===== src/rtl/pc_seq_pkg.sv =====
// Shared types for the fetch-stage PC sequencer: FSM states, PCSel encodings and default width.
package pc_seq_pkg;

    localparam int unsigned DefaultDataWidth = 16;

    typedef enum logic [1:0] {
        StRun     = 2'd0,
        StStalled = 2'd1,
        StHalted  = 2'd2
    } pc_state_e;

    typedef enum logic [1:0] {
        SelInc       = 2'd0,
        SelBranch    = 2'd1,
        SelJump      = 2'd2,
        SelOverwrite = 2'd3
    } pc_sel_e;

endpackage


===== src/rtl/pc_redirect_hold.sv =====
// One-entry redirect target buffer with valid flag, load, clear and an optional bypass that
// presents the incoming target combinationally while it is being loaded.
module pc_redirect_hold
    import pc_seq_pkg::*;
#(
    parameter int unsigned DataWidth = DefaultDataWidth
) (
    input  logic                 clk_i,
    input  logic                 rst_i,
    input  logic                 load_i,
    input  logic                 clear_i,
    input  logic                 bypass_i,
    input  logic [DataWidth-1:0] target_i,
    output logic                 valid_o,
    output logic [DataWidth-1:0] target_o
);

    logic                 valid_d, valid_q;
    logic [DataWidth-1:0] target_d, target_q;

    // A load in the same cycle as a clear keeps the newer target.
    always_comb begin
        valid_d  = valid_q;
        target_d = target_q;
        if (load_i) begin
            valid_d  = 1'b1;
            target_d = target_i;
        end else if (clear_i) begin
            valid_d = 1'b0;
        end
    end

    always_ff @(posedge clk_i) begin
        if (rst_i) begin
            valid_q  <= 1'b0;
            target_q <= '0;
        end else begin
            valid_q  <= valid_d;
            target_q <= target_d;
        end
    end

    assign valid_o  = valid_q | (bypass_i & load_i);
    assign target_o = (bypass_i && load_i) ? target_i : target_q;

endmodule


===== src/rtl/pc_sequencer.sv =====
// IF-stage PC controller: RUN/STALLED/HALTED FSM with prioritised redirects.
// Defining PC_SEQ_REDIRECT_HOLD_EN buffers redirects that arrive during a stall.
module pc_sequencer
    import pc_seq_pkg::*;
#(
    parameter int unsigned           DataWidth    = DefaultDataWidth,
    parameter logic [DataWidth-1:0]  ResetAddress = '0
) (
    input  logic                 Clk,
    input  logic                 Reset,
    input  logic                 TakeBranch,
    input  logic                 TakeJump,
    input  logic                 PCOverwrite,
    input  logic                 Halt,
    input  logic                 Stall,
    input  logic [DataWidth-1:0] BranchTarget,
    input  logic [DataWidth-1:0] JumpTarget,
    input  logic [DataWidth-1:0] OverwriteAddress,
    output logic [DataWidth-1:0] PC,
    output logic [DataWidth-1:0] NextPC,
    output logic [1:0]           PCSel,
    output logic                 FetchValid,
    output logic                 Halted,
    output logic                 RedirectPending
);

    pc_state_e            state_d, state_q;
    logic [DataWidth-1:0] pc_d, pc_q;
    pc_sel_e              pc_sel;

    logic                 redir;
    logic [DataWidth-1:0] redir_target;
    pc_sel_e              redir_sel;

    logic                 hold_load, hold_clear;
    logic                 pend_valid;
    logic [DataWidth-1:0] pend_target;

    always_comb begin
        redir        = 1'b1;
        redir_target = '0;
        redir_sel    = SelInc;
        if (PCOverwrite) begin
            redir_target = OverwriteAddress;
            redir_sel    = SelOverwrite;
        end else if (TakeJump) begin
            redir_target = JumpTarget;
            redir_sel    = SelJump;
        end else if (TakeBranch) begin
            redir_target = BranchTarget;
            redir_sel    = SelBranch;
        end else begin
            redir = 1'b0;
        end
    end

    always_comb begin
        state_d    = state_q;
        pc_d       = pc_q;
        pc_sel     = SelInc;
        hold_load  = 1'b0;
        hold_clear = 1'b0;
        unique case (state_q)
            StHalted: begin
                if (PCOverwrite) begin
                    pc_d    = OverwriteAddress;
                    pc_sel  = SelOverwrite;
                    state_d = StRun;
                end
            end
            StRun, StStalled: begin
                if (Stall) begin
                    state_d = StStalled;
`ifdef PC_SEQ_REDIRECT_HOLD_EN
                    // PC is frozen; PCSel still reports which redirect was captured.
                    pc_sel = redir_sel;
                    if (redir) begin
                        hold_load = 1'b1;
                    end else if (Halt) begin
                        state_d    = StHalted;
                        hold_clear = 1'b1;
                    end
`else
                    if (redir) begin
                        pc_d   = redir_target;
                        pc_sel = redir_sel;
                    end else if (Halt) begin
                        state_d = StHalted;
                    end
`endif
                end else if (redir) begin
                    pc_d       = redir_target;
                    pc_sel     = redir_sel;
                    state_d    = StRun;
                    hold_clear = 1'b1;
                end else if (pend_valid) begin
                    pc_d       = pend_target;
                    pc_sel     = SelOverwrite;
                    state_d    = StRun;
                    hold_clear = 1'b1;
                end else if (Halt) begin
                    state_d = StHalted;
                end else begin
                    pc_d    = pc_q + DataWidth'(1);
                    state_d = StRun;
                end
            end
            default: state_d = StRun;
        endcase

        if (Reset) begin
            state_d    = StRun;
            pc_d       = ResetAddress;
            pc_sel     = SelInc;
            hold_load  = 1'b0;
            hold_clear = 1'b1;
        end
    end

    always_ff @(posedge Clk) begin
        if (Reset) begin
            state_q <= StRun;
            pc_q    <= ResetAddress;
        end else begin
            state_q <= state_d;
            pc_q    <= pc_d;
        end
    end

`ifdef PC_SEQ_REDIRECT_HOLD_EN
    pc_redirect_hold #(
        .DataWidth(DataWidth)
    ) u_hold (
        .clk_i   (Clk),
        .rst_i   (Reset),
        .load_i  (hold_load),
        .clear_i (hold_clear),
        .bypass_i(1'b0),
        .target_i(redir_target),
        .valid_o (pend_valid),
        .target_o(pend_target)
    );
`else
    logic unused_hold;
    assign unused_hold = hold_load ^ hold_clear;
    assign pend_valid  = 1'b0;
    assign pend_target = '0;
`endif

    assign PC              = pc_q;
    assign NextPC          = pc_d;
    assign PCSel           = pc_sel;
    assign FetchValid      = !Reset && (state_q != StHalted) && !Stall;
    assign Halted          = (state_q == StHalted);
    assign RedirectPending = pend_valid;

endmodule


===== config.mk =====
export PLATFORM = sky130hd
export DESIGN_NAME = pc_sequencer
export DESIGN_NICKNAME = d
export VERILOG_FILES = /design/src/rtl/pc_seq_pkg.sv /design/src/rtl/pc_redirect_hold.sv /design/src/rtl/pc_sequencer.sv
export SDC_FILE = /design/constraint.sdc
export NUM_CORES = 1
export LEC_CHECK = 0
export BUFFER_PORTS_ARGS = -buffer_cell sky130_fd_sc_hd__buf_4
export CORE_UTILIZATION = 47
export DETAILED_ROUTE_END_ITERATION = 10
export GPL_ROUTABILITY_DRIVEN = 0
export GPL_TIMING_DRIVEN = 0
export PLACE_DENSITY = 0.78
export SYNTH_ARGS = -nofsm -noshare
export SYNTH_HDL_FRONTEND = slang
export SYNTH_HIERARCHICAL = 1
export SYNTH_SLANG_ARGS = --single-unit

===== constraint.sdc =====
create_clock -name Clk -period 2.3 [get_ports Clk]
set_input_delay 0.115 -clock Clk [delete_from_list [all_inputs] [get_ports Clk]]
set_output_delay 0.115 -clock Clk [all_outputs]
set_load 0.05 [all_outputs]

### Word level (Yosys, flattened, before mapping)

Cells that the tools add are included.

| storage, ports and cells | value |
|---|---|
| bits in registers | 18 |
| bits of input ports | 55 |

| cells by class | value |
|---|---|
| muxes and demuxes | 27 |
| equal/unequal tests | 4 |
| add/subtract/negate cells | 1 |
| reductions and logical operators | 6 |

Operators by type and width:

| kind | count |
|---|---|
| 16-bit two-way mux | 9 |
| 16-bit one-hot mux with 2 select lines | 1 |
| 2-bit two-way mux | 11 |
| 16-bit by 1-bit adder with 16-bit output (second input constant) | 1 |
| 2-bit one-hot mux with 2 select lines | 2 |
| 1-bit two-way mux | 4 |
| 2-bit inequality test (second input constant) | 2 |
| 2-bit by 1-bit equality test with 1-bit output (second input constant) | 1 |
| 2-bit equality test (second input constant) | 1 |
| 1-bit logical AND | 2 |
| 1-bit zero test | 2 |
| 2-bit zero test | 1 |
| 2-bit OR reduction | 1 |

### Longest topological paths before layout

| depth | value |
|---|---|
| depth in word-level cells | 7 |
| gate-level depth with buffers | 7 |
| mapped depth without buffers | 5 |

### Least setup slack after synthesis

No wires, ideal clock.

| path | value |
|---|---|
| kind | register -> output |
| from | reg pc_q[3], in the netlist PC[3] |
| to | out NextPC[15] |
| arrival | 3.139 ns |
| cell stages (with the launch flop) | 6 |
| path slack | -0.954 ns |
| data required time | 2.185 ns |
| path through | dfxtp_1 clkbuf_2 nand4_2 or2_1 o311a_1 nor4_1 |

| on the way | value |
|---|---|
| cells in the longest elaborated chain, start to end | 6 |

Ends and longest elaborated chain:

| item | RTL line | RTL |
|---|---|---|
| start, declared | pc_sequencer.sv:28 | `logic [DataWidth-1:0] pc_d, pc_q;` |
| start signal, assigned | pc_sequencer.sv:123 | `pc_q <= ResetAddress;` |
| start signal, assigned | pc_sequencer.sv:126 | `pc_q <= pc_d;` |
| 16-bit by 1-bit adder with 16-bit output | pc_sequencer.sv:104 | `pc_d = pc_q + DataWidth'(1);` |
| 16-bit two-way mux | pc_sequencer.sv:101 | `end else if (Halt) begin` |
| 16-bit two-way mux | pc_sequencer.sv:91 | `end else if (redir) begin` |
| 16-bit two-way mux | pc_sequencer.sv:72 | `if (Stall) begin` |
| 16-bit one-hot mux with 2 select lines | pc_sequencer.sv:63 | `unique case (state_q)` |
| 16-bit two-way mux | pc_sequencer.sv:111 | `if (Reset) begin` |
| end, declared | pc_sequencer.sv:20 | `output logic [DataWidth-1:0] NextPC,` |

Every way passes these cells.

### Final worst setup path

| path | value |
|---|---|
| from | reg pc_q[3], in the netlist PC[3] |
| to | out NextPC[8] |

Same word-level chain as after synthesis.

==> flow_metrics.tcl <==
set metrics [dict create \
    htreeDepth 1 \
    worst-r2r-setup-slack_ns 0.53 \
    post-synth-top-area-fraction 0.193 \
    port_buffers 89 \
    grt_use_total 0.323 \
    netlist_top_cells_count "21 x nand2_1, 18 x a21oi_1, 18 x dfxtp_1" \
    syn_inst 249 \
    synth_flop_cell "dfxtp_1" \
    max_freq_mhz 446 \
    start_util 0.499 \
    die_w_um 65.1 \
    skew_ns 0.00378 \
    place_area_um2 2690 \
    grt_first_pass_wirelength_um 10700 \
    tns_ns 0 \
    slew_headroom 0.543 \
    drtPass1Iterations 4 \
    vdd_drop_max_mv 0.375 \
    path_cells "buf_2 > and4_1 > nand3_1 > a311o_1 > o21a_1 > buf_4" \
    hp-class "in -> reg" \
    synth_edf_count 0 \
    crit_slowest_cell "a311o_1" \
    syn_area_per_cell_um2 7.51 \
    maxCapViolCount 0 \
    worst_pin_slew_ns 0.681 \
    yosysUniqueCellTypes 61 \
    core_region_area_um2 3740 \
    area_growth_pct 49.3 \
    initialDrtViolationCount 147 \
    crit_type "reg -> out" \
    power_density_nw_per_um2 469 \
    ant_nets 0 \
    cp.arrival_ns 2.13 \
    p_leak_nw 1.16 \
    clock_latency_ns 0.27 \
    clockBufferDepth 2 \
    vias_per_cell 6.28 \
    synth_most_common_cell "nand2_1" \
    rows 22 \
    n_fill_cell 318 \
    hold_violations 0 \
    slew_violations 0 \
    synth_area_um2 1870 \
    drt_wl_total_um 6830 \
    wl_per_cell_um 17.5 \
    die_area_um2 4230 \
    ios 92 \
    num_vias 2454 \
    yosysWarnings 6 \
    cts_tree "yes" \
    diodes 0 \
    antenna_found_initial 0 \
    crit_path_max_fanout 8 \
    syn_nets 305 \
    period_share 0.974 \
    die_h_um 65.1 \
    grt_pass1_vias 2250 \
    setup_viol 0 \
    hpwl_um 5080 \
    numClockSinks 18 \
    design_area_um2 2790 \
    ys_seq_elements 18 \
    period_minus_slack_ns 2.24 \
    drc 0 \
    final_layout_size_suffix_gt1_frac 0.408 \
    outcome "completed" \
    yosysSeqAreaShare 0.193 \
    yosys.area.top_type "dfxtp_1" \
    clkSlewWorstSetupHoldPaths_ns 0.08 \
    grt_start_max_net_pins 11 \
    gr-total-overflow 0 \
    start_kind "flip-flop" \
    worst_path_largest_cell_delay_ns 0.41 \
    postLayoutCoreUtil 0.745 \
    cts-root-buf "clkbuf_8" \
    crit_required_ns 2.18 \
    cts_made_buffers 3 \
    synthTopCellsByArea "dfxtp_1 19%, mux2i_1 5.4%, a21oi_1 4.8%" \
    cp-end-kind "primary output" \
    num-nets-final 400 \
    async_reset_ff_frac 0 \
]
-- stage by stage --
stage | std cells | total power [mW] | setup slack [ns] | hold slack (ns)
floorplan | 249 | 0.798 | -0.391 | 0.328
global placement | 386 | 1.00 | 0.166 | 0.447
detailed placement | 386 | 1.01 | 0.115 | 0.451
CTS | 391 | 1.29 | 0.0438 | 0.175
global route | 391 | 1.36 | -0.0202 | 0.203
finish | 391 | 1.31 | 0.0599 | 0.175
-- cell usage in the layout, fill, tap and decap left out, types with 4 or more instances in the layout --
cell type   n
buf_4      92
nand2_1    21
a21oi_1    17
dfxtp_1    14
o22ai_1    12
buf_2      11
mux2i_1    10
nor2_1      8
o21ai_0     7
clkbuf_1    7
nand2b_1    6
a21o_1      6
nor3_1      6
nand4_1     5
o221ai_1    5
a211oi_1    5
nand3b_1    5
dfxtp_2     4
inv_1       4
nor4_1      4
nand3_1     4
a31o_2      4
clkbuf_8    4
-- repair_timing --
item                       in CTS  in global routing
pin swaps                       0                  2
gates resized for setup         1                 11
setup endpoints to repair       1                  9
hold buffers                    0                  0
buffers inserted                1                  1
gates cloned                    0                  0
-- layout make-up --
class / instances / area, um2 / share of cell area
Sequential cell: 18 / 365 / 0.131
Clock buffer: 4 / 55.1 / 0.0197
Timing Repair Buffer: 91 / 683 / 0.245
Buffer: 22 / 105 / 0.0377
Multi-Input combinational cell: 202 / 1500 / 0.536
Inverter: 6 / 26.3 / 0.00942
Tap cell: 48 / 60.1 / 0.0215
-- sequential cells by signal (all words and copies together), names as in the netlist --
| name | count |
|---|---|
| PC | 16 |
| state_q | 2 |
-- metal layers --
layer | track usage | vias to the layer above | routed length (um)
li1 | - | 1163 | -
met1 | 0.392 | 1175 | 2790
met2 | 0.587 | 110 | 3480
met3 | 0.0493 | 6 | 511
met4 | 0.0788 | 0 | 48
met5 | 0 | - | 0
-- cells by family after synthesis --
logic type | synth area share
mux | 0.0656
flops | 0.193
compound gates | 0.359
xor+xnor | 0.0281
other cells | 0.00201
fa+ha+maj | 0.00669
simple gates | 0.278
buf+inv | 0.0683
-- power by group --
| group | switching (mW) | internal (mW) | leakage, nW |
|---|---|---|---|
| clock | 0.135 | 0.153 | 0.0288 |
| combinational | 0.388 | 0.248 | 0.977 |
| sequential | 0.0450 | 0.339 | 0.151 |
-- final timing paths --
kind | from | endpoint | cells after the start
worst max-delay path | PC[3]$_SDFF_PP0_ | NextPC[8] | 6
worst min-delay path | OverwriteAddress[3] | PC[3]$_SDFF_PP0_ | 3
worst max register to register | PC[3]$_SDFF_PP0_ | PC[8]$_SDFF_PP0_ | 5
worst min register to register | PC[10]$_SDFF_PP0_ | PC[10]$_SDFF_PP0_ | 2
-- worst max-delay path: cells and delay by family, from the launching register on --
family | cells | cell delay [ns]
AOI/OAI and AO/OA | 2 | 0.60
buffers and inverters | 2 | 0.38
DFF | 1 | 0.34
and+or+nand+nor | 2 | 0.53
Power figures use the tool's default switching activity.
